File: src/rtl/hazard_ctrl.sv
// Hazard controller for the 5-stage MIPS pipeline: load-use stalls, branch flushes,
// EX-stage forwarding selects and saturating stall/flush counters.
module hazard_ctrl #(
    parameter int unsigned CNT_WIDTH = 16
) (
    input  logic                 clk,
    input  logic                 rst,
    input  logic                 id_valid,
    input  logic [4:0]           id_rs1_id,
    input  logic [4:0]           id_rs2_id,
    input  logic [4:0]           id_rdst_id,
    input  logic                 id_we_regfile,
    input  logic [1:0]           id_wbsel,
    input  logic                 id_rs1_used,
    input  logic                 id_rs2_used,
    input  logic                 ex_branch_taken,
    input  logic                 stall_ext,
    output logic                 stall_if_id,
    output logic                 bubble_id_ex,
    output logic                 flush_if_id,
    output logic [1:0]           fwd_a,
    output logic [1:0]           fwd_b,
    output logic                 hazard_err,
    output logic [CNT_WIDTH-1:0] stall_cnt,
    output logic [CNT_WIDTH-1:0] flush_cnt
);

    typedef struct packed {
        logic       valid;
        logic       we;
        logic       is_load;
        logic [4:0] rd;
    } ent_t;

    ent_t                 ex_q, mem_q, wb_q, ex_d;
    logic [4:0]           ex_rs1_q, ex_rs2_q;
    logic                 ex_rs1_used_q, ex_rs2_used_q;
    logic [CNT_WIDTH-1:0] stall_cnt_q, flush_cnt_q, stall_cnt_d, flush_cnt_d;
    logic                 hazard_err_q;
    logic                 lu;
    logic                 err_set;

    function automatic logic writer(input ent_t e);
        return e.valid && e.we && (e.rd != 5'd0);
    endfunction

    // A load sitting in MEM cannot forward yet, so only non-loads qualify from MEM.
    function automatic logic [1:0] fwd_sel(input logic [4:0] src, input logic used);
        if (!used)
            return 2'b00;
        else if (writer(mem_q) && !mem_q.is_load && (mem_q.rd == src))
            return 2'b01;
        else if (writer(wb_q) && (wb_q.rd == src))
            return 2'b10;
        else
            return 2'b00;
    endfunction

    always_comb begin
        lu = id_valid && writer(ex_q) && ex_q.is_load &&
             ((id_rs1_used && (id_rs1_id == ex_q.rd)) ||
              (id_rs2_used && (id_rs2_id == ex_q.rd)));
        err_set = ex_q.valid && writer(mem_q) && mem_q.is_load &&
                  ((ex_rs1_used_q && (mem_q.rd == ex_rs1_q)) ||
                   (ex_rs2_used_q && (mem_q.rd == ex_rs2_q)));
    end

    always_comb begin
        stall_if_id  = 1'b0;
        bubble_id_ex = 1'b0;
        flush_if_id  = 1'b0;
        if (rst) begin
            stall_if_id = 1'b0;
        end else if (stall_ext) begin
            stall_if_id = 1'b1;
        end else if (ex_branch_taken) begin
            flush_if_id  = 1'b1;
            bubble_id_ex = 1'b1;
        end else if (lu) begin
            stall_if_id  = 1'b1;
            bubble_id_ex = 1'b1;
        end
    end

    always_comb begin
        fwd_a      = '0;
        fwd_b      = '0;
        hazard_err = 1'b0;
        stall_cnt  = '0;
        flush_cnt  = '0;
        if (!rst) begin
            fwd_a      = fwd_sel(ex_rs1_q, ex_rs1_used_q);
            fwd_b      = fwd_sel(ex_rs2_q, ex_rs2_used_q);
            hazard_err = hazard_err_q;
            stall_cnt  = stall_cnt_q;
            flush_cnt  = flush_cnt_q;
        end
    end

    always_comb begin
        ex_d        = '0;
        stall_cnt_d = stall_cnt_q;
        flush_cnt_d = flush_cnt_q;
        if (!bubble_id_ex) begin
            ex_d.valid   = id_valid;
            ex_d.we      = id_we_regfile;
            ex_d.is_load = (id_wbsel == 2'd1);
            ex_d.rd      = id_rdst_id;
        end
        if (ex_branch_taken) begin
            if (flush_cnt_q != '1)
                flush_cnt_d = flush_cnt_q + CNT_WIDTH'(1);
        end else if (lu) begin
            if (stall_cnt_q != '1)
                stall_cnt_d = stall_cnt_q + CNT_WIDTH'(1);
        end
    end

    always_ff @(posedge clk) begin
        if (rst) begin
            ex_q          <= '0;
            mem_q         <= '0;
            wb_q          <= '0;
            ex_rs1_q      <= '0;
            ex_rs2_q      <= '0;
            ex_rs1_used_q <= 1'b0;
            ex_rs2_used_q <= 1'b0;
            stall_cnt_q   <= '0;
            flush_cnt_q   <= '0;
            hazard_err_q  <= 1'b0;
        end else begin
            if (err_set)
                hazard_err_q <= 1'b1;
            if (!stall_ext) begin
                wb_q          <= mem_q;
                mem_q         <= ex_q;
                ex_q          <= ex_d;
                ex_rs1_q      <= bubble_id_ex ? 5'd0 : id_rs1_id;
                ex_rs2_q      <= bubble_id_ex ? 5'd0 : id_rs2_id;
                ex_rs1_used_q <= bubble_id_ex ? 1'b0 : id_rs1_used;
                ex_rs2_used_q <= bubble_id_ex ? 1'b0 : id_rs2_used;
                stall_cnt_q   <= stall_cnt_d;
                flush_cnt_q   <= flush_cnt_d;
            end
        end
    end

endmodule
File: config.mk
export PLATFORM = sky130hd
export DESIGN_NAME = hazard_ctrl
export DESIGN_NICKNAME = d
export VERILOG_FILES = /design/src/rtl/hazard_ctrl.sv
export SDC_FILE = /design/constraint.sdc
export NUM_CORES = 1
export LEC_CHECK = 0
export ABC_AREA = 1
export CAP_MARGIN = 20
export CELL_PAD_IN_SITES_DETAIL_PLACEMENT = 1
export CELL_PAD_IN_SITES_GLOBAL_PLACEMENT = 2
export CORE_AREA = 2 2 106 108
export CTS_CLUSTER_SIZE = 16
export DETAILED_ROUTE_END_ITERATION = 8
export DIE_AREA = 0 0 108 110
export DONT_BUFFER_PORTS = 1
export PLACE_DENSITY = 0.91
export SYNTH_ARGS = -nofsm -noshare
export SYNTH_HDL_FRONTEND = slang
export SYNTH_SLANG_ARGS = --single-unit
export TNS_END_PERCENT = 1
File: constraint.sdc
create_clock -name clk -period 4.9 [get_ports clk]
set_clock_uncertainty 0.1 [all_clocks]
set_input_delay 0.98 -clock clk [delete_from_list [all_inputs] [get_ports clk]]
set_output_delay 0.98 -clock clk [all_outputs]
set_load 0.05 [all_outputs]
Yosys cells after proc, flatten, opt, wreduce, memory -nomap -nowiden:

Index checks and enable logic that the tools add are counted.

* output and inout bits: 40
* logic and storage cells: 86
* flip-flop bits (word level): 68
* input bits: 25

* add/subtract/negate cells: 2
* eq/ne operators: 9
* multiplexer cells: 26
* reduce and logical (&&, ||, !) cells: 29
* bitwise logic cells: 2

Operator list (count)
* 16-bit by 1-bit adder with 16-bit output (second input constant): 2
* 16-bit two-way mux: 2
* 16-bit != test (second input constant): 2
* 5-bit == test: 6
* 1-bit logical AND: 21
* 2-bit two-way mux: 8
* 5-bit nonzero test: 3
* 1-bit two-way mux: 13
* 5-bit two-way mux: 2
* 8-bit two-way mux: 1
* 4-bit AND reduction: 1
* 3-bit AND reduction: 1
* 2-bit by 1-bit == test with 1-bit output (second input constant): 1
* 1-bit logical OR: 2
* 1-bit NOT: 2
* 1-bit zero test: 1

Logic depth before layout (Yosys ltp):

Gate-level depths: netlist of the first run.

* depth in word-level cells: 10
* depth in mapped cells: 12
* gate-level depth less buffers: 11

Worst setup path after synthesis of the first run:

Ideal clock, no wire load.

* kind: input port to output port
* start point: input port id_rs2_id[0]
* end point: output port stall_if_id
* slack: 1.156 ns
* stages: 9
* data required time: 3.820 ns
* data arrival time: 2.664 ns
* buffers on the path: 1
* path through: inv_1 > nand2_1 > nand2_1 > nor2_1 > nand3_1 > nand2_2 > a21oi_2 > buf_4 > nor3_1

* word-level cells in the longest chain between the ends: 8

RTL lines
* from (decl): line 10 `input logic [4:0] id_rs2_id,`
* 5-bit == test: line 62 `(id_rs2_used && (id_rs2_id == ex_q.rd)));`
* 1-bit logical AND: line 62
* 1-bit logical OR: line 61 `((id_rs1_used && (id_rs1_id == ex_q.rd)) ||`
* 1-bit logical AND: line 60 `lu = id_valid && writer(ex_q) && ex_q.is_load &&`
* 1-bit two-way mux: line 79 `end else if (lu) begin`
* 1-bit two-way mux: line 76 `end else if (ex_branch_taken) begin`
* 1-bit two-way mux: line 74 `end else if (stall_ext) begin`
* 1-bit two-way mux: line 72 `if (rst) begin`
* to (decl): line 18 `output logic stall_if_id,`

Every way passes these cells.

Worst setup path after layout of the first run:

Ends and elaborated chain as after synthesis.

==> flow_summary.toml, run 1 <==
[run_status]
status = "complete, no violations"

[detailed_routing]
avgViaCountPerCell = 5.06
drt-initial-drc-count = 94
drc = 0
routed_wl_um = 11200
drtPass1Iterations = 4
wl_per_cell_um = 15.2
ant_nets = 0
vias = 3716

[synth]
async_flop_share = 0
yosys_warnings = 0
syn_inst = 600
synth_cell_types = 31
seq_area_frac_synth = 0.352
syn_area_mm2 = 0.00387
synth_nets = 627
synth_top_flop_cell = "dfxtp_1"
ys_ff_latch = 68
syn_area_per_cell_um2 = 6.45
synth-edff-count = 0

[global_routing]
grt_pass1_vias = 3865
grt_start_max_net_pins = 81
overflow = 0
grt_usage = 0.204
grt_pass1_wl_um = 19000
antenna_found_initial = 0

[power]
peakVddDrop_mv = 0.161
power.total_w = 0.00126
seqPwrFrac = 0.462
power_density_mw_per_mm2 = 300
power_leakage_nw = 1.61
p_sw_w = 0.000299
combPwrFrac = 0.072
switching_share = 0.237
p_clk_frac = 0.466
p_int_w = 0.000964

[min_path]
min_from = "hazard_err_q"
hold_path.class = "reg -> reg"

[critical_path]
critPathCapture = "stall_if_id"
rr_worst_depth = 9
crit_fanout = 18
critPathLaunchType = "input port"
rrSetupSlack_ns = 2.65
cp.arrival_ns = 2.42
critical_path_class = "in -> out"
r2r_start = "flush_cnt_q[0]"
required_ns = 3.82
critical_path.startpoint = "id_rs2_id[0]"
r2r_end = "flush_cnt_q[14]"
end_kind = "output port"

[clock_network]
cts_tree = "built"
cts.sinks = 68
cts_buffers = 9
htreeDepth = 3
post_cts_resized = 0
clk_pin_slew_worst_paths_ns = 0.07
clockBufferDepth = 2
clk_latency_ns = 0.36
clock-root-buffer = "clkbuf_8"
cts_hold_buffers = 0
cts_setup_buffers = 0

[placed_design]
hpwl_um = 8080
io_buffers = 0
gp_routability_congestion = 0.816
place_area_mm2 = 0.00396

[final_layout]
design_area_mm2 = 0.00421
final_util = 0.393
fillers = 1412
syn2layout_area_growth_pct = 8.66
diodes = 0
final_nets = 617
drive_gt1_frac = 0.0723

[sta]
finalSetupTns_ns = 0
rsz0062_at_grt = "false"
final_hold_viol_count = 0
finalCritPeriodShare = 0.714
worst_pin_slew_ns = 1.07
period_minus_slack_ns = 3.50
finalSetupViolations = 0
max_clock_freq_mhz = 286
relSlewSlack = 0.284
final_max_slew_viol_count = 0

[floorplan]
core_mm2 = 0.0107
io_pins = 65
die_area_mm2 = 0.0119
start_util = 0.362
die_y_um = 110
row_count = 38
die_x_um = 108

[run]
max-cap-violations = 0
## power by group through the flow
stage | combinational [W] | sequential, W | clock [W]
after floorplan | 0.0000866 | 0.000591 | 0
after global placement | 0.0000886 | 0.000596 | 0
after detailed placement | 0.0000914 | 0.000597 | 0
after CTS | 0.0000919 | 0.000584 | 0.000603
after global routing | 0.000105 | 0.000587 | 0.000628
final | 0.0000908 | 0.000584 | 0.000588
## cell usage after synthesis, types with 4 or more instances
| master | number | area (µm²) |
|---|---|---|
| inv_2 | 6 | 22.5 |
| nand2_2 | 4 | 25.0 |
| xnor2_1 | 6 | 52.6 |
| buf_6 | 4 | 45.0 |
| nand3_1 | 47 | 235 |
| a21oi_2 | 5 | 43.8 |
| nor2_1 | 86 | 323 |
| o21ai_0 | 28 | 140 |
| nor3_1 | 20 | 100 |
| clkbuf_1 | 15 | 56.3 |
| a21oi_1 | 50 | 250 |
| dfxtp_1 | 68 | 1360 |
| nand2_1 | 132 | 495 |
| xor2_1 | 22 | 193 |
| nand4_1 | 6 | 37.5 |
| nor4_1 | 5 | 31.3 |
| inv_1 | 75 | 282 |
## stage by stage
stage | setup slack, ns | cells | hold slack [ns]
global placement | 1.46 | 719 | 0.348
finish | 1.40 | 735 | 0.376
CTS | 1.42 | 735 | 0.382
detailed placement | 1.42 | 719 | 0.369
floorplan | 1.16 | 600 | 0.344
global route | 1.29 | 735 | 0.407
## critical path, cell delays in order
cell,delay [ns]
inv_1,0.02
nand2_1,0.05
nand2_1,0.05
nor2_1,0.11
nand3_1,0.10
nand2_2,0.10
a21oi_2,0.21
nor3_2,0.78
## per-layer routing
metal | share of wire | vias up | global-route usage
li1 | - | 1884 | -
met1 | 0.46 | 1751 | 0.259
met2 | 0.47 | 65 | 0.336
met3 | 0.047 | 16 | 0.0529
met4 | 0.020 | 0 | 0.0742
met5 | 0 | - | 0
## registers in the layout, summed over array words and instances, names as in the netlist, 5 cells and up
register,count
ex_q,8
wb_q,7
ex_rs2_q,5
mem_q,8
ex_rs1_q,5
flush_cnt_q,16
stall_cnt_q,16
## area by class of cell
class,instances,area [µm²],area share
multi-input cells,428,2100,0.500
flip-flops and latches,68,1360,0.324
inverters,81,304,0.0723
well taps,140,175,0.0416
clock buffers,12,155,0.0369
clock inverters,4,95.1,0.0226
repair buffers,2,15.0,0.00357
## cell usage in the layout (no fill, tap or decap), types with 11 or more instances in the layout
master,n
nand2_1,132
nor2_1,86
inv_1,75
dfxtp_1,68
a21oi_1,50
nand3_1,47
o21ai_0,28
xor2_1,22
nor3_1,16
clkbuf_8,11
## cells by family (layout without fill, tap and decap cells)
group / Yosys count / in the layout / share of synthesized area
simple gates: 310 / 310 / 0.346
buf+inv: 104 / 99 / 0.111
compound gates: 88 / 88 / 0.122
flops: 68 / 68 / 0.352
xor+xnor: 28 / 28 / 0.0633
fa+ha+maj: 2 / 2 / 0.00646
## worst min path at each step
stage | endpoint | slack [ns] | cells past startpoint
after floorplan | flush_cnt_q[15] | 0.34 | 2
after detailed placement | hazard_err_q | 0.37 | 2
after global routing | stall_cnt_q[11] | 0.41 | 2
final | hazard_err_q | 0.38 | 2
after global placement | flush_cnt_q[9] | 0.35 | 2
after CTS | stall_cnt_q[11] | 0.38 | 2
No activity file was read; power rests on OpenSTA's default activity.
==> run 2, diff against run 1 <==
--- a/config.mk
+++ b/config.mk
@@ -9,12 +9,12 @@
 export CAP_MARGIN = 20
 export CELL_PAD_IN_SITES_DETAIL_PLACEMENT = 1
 export CELL_PAD_IN_SITES_GLOBAL_PLACEMENT = 2
-export CORE_AREA = 2 2 106 108
+export CORE_AREA = 2 2 115 117
 export CTS_CLUSTER_SIZE = 16
 export DETAILED_ROUTE_END_ITERATION = 8
-export DIE_AREA = 0 0 108 110
+export DIE_AREA = 0 0 117 119
 export DONT_BUFFER_PORTS = 1
-export PLACE_DENSITY = 0.91
+export PLACE_DENSITY = 0.83
 export SYNTH_ARGS = -nofsm -noshare
 export SYNTH_HDL_FRONTEND = slang
 export SYNTH_SLANG_ARGS = --single-unit
==> constraint.sdc (replaced) <==
create_clock -name clk -period 2.8 [get_ports clk]
set_clock_uncertainty 0.1 [all_clocks]
set_input_delay 0.56 -clock clk [delete_from_list [all_inputs] [get_ports clk]]
set_output_delay 0.56 -clock clk [all_outputs]
set_load 0.05 [all_outputs]
==> flow_summary.toml, run 2 (synthesis results as in run 1) <==
[clock_network]
htreeDepth = 3
cts_tree = "built"
cts.sinks = 68
clk_pin_slew_worst_paths_ns = 0.06
clockBufferDepth = 2
clk_latency_ns = 0.33
cts_buffers = 9
clock-root-buffer = "clkbuf_16"
cts_setup_buffers = 0

[run_status]
status = "complete, no violations"

[min_path]
hold_path.class = "in -> reg"
whs_path_depth = 1

[sta]
final_max_slew_viol_count = 0
whs_ns = 0.228
period_minus_slack_ns = 2.59
worst_pin_slew_ns = 0.694
relSlewSlack = 0.536
finalCritPeriodShare = 0.925
rsz0062_at_grt = "false"
finalSetupViolations = 0
final_hold_viol_count = 0
max_clock_freq_mhz = 386

[power]
power_leakage_nw = 1.85
peakVddDrop_mv = 0.208
power_density_mw_per_mm2 = 508

[detailed_routing]
drtPass1Iterations = 4
vias = 3877
ant_nets = 0
wl_met2_um = 5470
wl_per_cell_um = 14.3
highest_layer = "met4"
avgViaCountPerCell = 4.77
wl_met1_um = 5400
drc = 0
route.met3.wl_um = 597
drt-initial-drc-count = 145
routed_wl_um = 11600

[final_layout]
mostFrequentLayoutCells = "nand2_1 (132), nor2_1 (86), inv_1 (74)"
diodes = 0
final_util = 0.359
fin_cells = 813
largestRegisters = "flush_cnt_q (16), stall_cnt_q (16)"
final_common_cell = "nand2_1"
fillers = 1670
syn2layout_area_growth_pct = 19.3
final_nets = 659
drive_gt1_frac = 0.133

[floorplan]
die_y_um = 119
start_util = 0.301
die_x_um = 117
die_area_mm2 = 0.0139
io_pins = 65
core_mm2 = 0.0129
row_count = 42

[critical_path]
cp.arrival_ns = 1.93
crit_fanout = 5
critPathLaunchType = "flop"
critical_path_class = "reg -> out"
rr_worst_depth = 10
end_kind = "output port"
required_ns = 2.14

[placed_design]
hpwl_um = 8730
placed_cells_incl_taps = 797
gp_routability_congestion = 0.798
io_buffers = 0

[run]
max-cap-violations = 0

[global_routing]
grt_pass1_vias = 4066
overflow = 0
grt_start_max_net_pins = 81
antenna_found_initial = 0
grt_usage = 0.179
grt_pass1_wl_um = 19700
[run 2: changes by cell type in the layout (fill, tap and decap cells not counted), moves of 2 or more]
cell,before,now
clkinvlp_4,0,2
buf_4,2,44
clkbuf_16,0,9
clkbuf_8,11,2
bufinv_16,3,1
[run 2: per-stage QoR]
stage	TNS [ns]	worst slack, ns	total power [W]	instance area (µm²)
final	0	0.211	0.00235	4620
after global routing	0	0.0422	0.00246	4620
after CTS	0	0.136	0.00238	4620
after detailed placement	0	0.467	0.00121	4310
after global placement	0	0.506	0.00121	4310
after floorplan	-0.0474	-0.0474	0.00119	3880
[run 2: routing by layer]
metal | up-vias | GRT usage
met5 | - | 0
met4 | 0 | 0.0522
met3 | 15 | 0.0585
met2 | 52 | 0.292
met1 | 1838 | 0.222
li1 | 1972 | -
[run 2: where the power goes]
| part | internal, W | leakage [nW] | switching (W) |
|---|---|---|---|
| clock | 0.000735 | 0.149 | 0.000419 |
| sequential | 0.000995 | 0.553 | 0.0000304 |
| combinational | 0.0000612 | 1.15 | 0.000106 |
[run 2: repair_timing]
action / 4_1_cts / 5_1_grt
endpoints found under the setup margin: 0 / 1
gates resized for setup: 0 / 1
hold buffers: 0 / 0
[run 2: final cells by class]
| cell class | count | area, µm² | share of cell area |
|---|---|---|---|
| clock buffer | 12 | 256 | 0.0555 |
| clock inverter | 4 | 47.5 | 0.0103 |
| inverter | 81 | 308 | 0.0666 |
| multi-input combinational | 428 | 2100 | 0.454 |
| sequential | 68 | 1360 | 0.295 |
| tap | 176 | 220 | 0.0477 |
| timing repair buffer | 44 | 330 | 0.0715 |
[run 2: critical path, cell delays in order (launching register included)]
cell and delay (ns):
dfxtp_1 0.47, inv_2 0.10, nand2_1 0.07, nand2_1 0.05, nor2_1 0.09, nand3_1 0.10
nand2_2 0.10, nand2_2 0.10, nand2_1 0.10, nand3_1 0.17, clkinvlp_4 0.26
[run 2: worst paths after layout]
path / start / to / slack [ns]
setup reg to reg: ex_q[2] / stall_cnt_q[6] / 0.71
setup / recovery: ex_q[2] / bubble_id_ex / 0.21
hold / removal: stall_ext / mem_q[2] / 0.23
hold reg to reg: flush_cnt_q[15] / flush_cnt_q[15] / 0.37
==> run 3, diff against run 2 <==
--- a/config.mk
+++ b/config.mk
@@ -9,10 +9,10 @@
 export CAP_MARGIN = 20
 export CELL_PAD_IN_SITES_DETAIL_PLACEMENT = 1
 export CELL_PAD_IN_SITES_GLOBAL_PLACEMENT = 2
-export CORE_AREA = 2 2 115 117
+export CORE_AREA = 2 2 98 138
 export CTS_CLUSTER_SIZE = 16
 export DETAILED_ROUTE_END_ITERATION = 8
-export DIE_AREA = 0 0 117 119
+export DIE_AREA = 0 0 100 140
 export DONT_BUFFER_PORTS = 1
 export PLACE_DENSITY = 0.83
 export SYNTH_ARGS = -nofsm -noshare
==> flow_summary.toml, run 3 (synthesis results as in run 1) <==
[detailed_routing]
wl_per_cell_um = 15.1
routed_wl_um = 11900
drc = 0
drtPass1Iterations = 4
drt-initial-drc-count = 103
avgViaCountPerCell = 4.94
ant_nets = 0
vias = 3903

[placed_design]
gp_routability_congestion = 0.834
hpwl_um = 8930
io_buffers = 0

[power]
power.total_w = 0.00232
p_int_w = 0.00174
seqPwrFrac = 0.442
switching_share = 0.249
power_density_mw_per_mm2 = 506
p_sw_w = 0.000577
p_clk_frac = 0.485
power_leakage_nw = 1.85
combPwrFrac = 0.073
peakVddDrop_mv = 0.267

[final_layout]
final_nets = 659
mostFrequentLayoutCells = "nand2_1 (132), nor2_1 (86), inv_1 (75)"
seq_area_mm2 = 0.00136
largestRegisters = "flush_cnt_q (16), stall_cnt_q (16)"
diodes = 0
drive_gt1_frac = 0.133
final_common_cell = "nand2_1"
syn2layout_area_growth_pct = 18.2
multi_input_area_mm2 = 0.00210
fillers = 1674

[sta]
rsz0062_at_grt = "false"
final_max_slew_viol_count = 0
finalCritPeriodShare = 0.919
relSlewSlack = 0.540
period_minus_slack_ns = 2.57
max_clock_freq_mhz = 389
finalSetupViolations = 0
worst_pin_slew_ns = 0.688
final_hold_viol_count = 0
whs_ns = 0.186

[clock_network]
cts_tree = "built"
clk_pin_slew_worst_paths_ns = 0.06
clockBufferDepth = 2
cts.sinks = 68
cts_hold_buffers = 0
cts_buffers = 9
htreeDepth = 3
clock-root-buffer = "clkbuf_16"
cts_setup_buffers = 0
post_cts_resized = 0
clk_latency_ns = 0.34

[global_routing]
grt_usage = 0.176
antenna_found_initial = 0
overflow = 0
grt_start_max_net_pins = 81
met1_usage = 0.200
use_met2 = 0.321
busiest_layer = "met2"
grt_pass1_vias = 3951
grt_pass1_wl_um = 19600
globalRouteMet3Util = 0.0464

[floorplan]
die_area_mm2 = 0.0140
row_count = 49
start_util = 0.304
core_mm2 = 0.0128
die_x_um = 100
io_pins = 65
die_y_um = 140

[run_status]
status = "complete, no violations"

[critical_path]
cpMostUsedCell = "nand2_1"
cp.arrival_ns = 1.91
crit_slowest_cell = "dfxtp_1"
end_kind = "output port"
critPathMaxStageDelay_ns = 0.47
crit_chain = "inv_2, nand2_1, nand2_1, nor2_1, nand3_1, nand2_2, nand2_2, nand2_1, nand3_1, inv_1"
critPathLaunchType = "flop"
critical_path_class = "reg -> out"
crit_fanout = 6
required_ns = 2.14

[run]
max-cap-violations = 0

[min_path]
hold_path.class = "in -> reg"
## run 3: power groups by stage
| stage | combinational [W] | sequential (W) | clock, W |
|---|---|---|---|
| after global routing | 0.000193 | 0.00103 | 0.00120 |
| after CTS | 0.000171 | 0.00102 | 0.00115 |
| after floorplan | 0.000152 | 0.00103 | 0 |
| after global placement | 0.000167 | 0.00104 | 0 |
| final | 0.000169 | 0.00102 | 0.00112 |
| after detailed placement | 0.000170 | 0.00105 | 0 |
## run 3: metrics by stage
step                       util  instance area (µm²)  cells  setup WS (ns)  TNS (ns)
after global routing      0.359                 4580    790         0.0522         0
final                     0.359                 4580    790          0.226         0
after CTS                 0.359                 4580    790          0.189         0
after detailed placement  0.336                 4280    774          0.470         0
after global placement    0.336                 4280    774          0.511         0
after floorplan               -                 3880    600        -0.0474   -0.0474
## run 3: cell type report
type | instances | area share
multi-input combinational | 428 | 0.458
sequential | 68 | 0.297
timing repair buffer | 44 | 0.0722
inverter | 81 | 0.0664
clock buffer | 9 | 0.0492
tap | 153 | 0.0418
clock inverter | 7 | 0.0148
## run 3: final timing paths
kind	start	endpoint	slack, ns	cells past startpoint
worst max-delay path	ex_q[0]	bubble_id_ex	0.23	10
worst min-delay path	rst	stall_cnt_q[5]	0.19	1
worst max register to register	stall_cnt_q[0]	stall_cnt_q[13]	0.69	8
worst min register to register	flush_cnt_q[9]	flush_cnt_q[9]	0.36	2
## run 3: layer usage
metal  up-vias  wire length (µm)
met5         -                 0
met4         0               167
met3        12               484
met2        57              6280
met1      1865              4970
li1       1969                 -
## run 3: worst max-delay path: cells and delay by family, from the launching register on
kind | cells | cell delay (ns)
buffers and inverters | 2 | 0.40
DFF | 1 | 0.47
and+or+nand+nor | 8 | 0.72
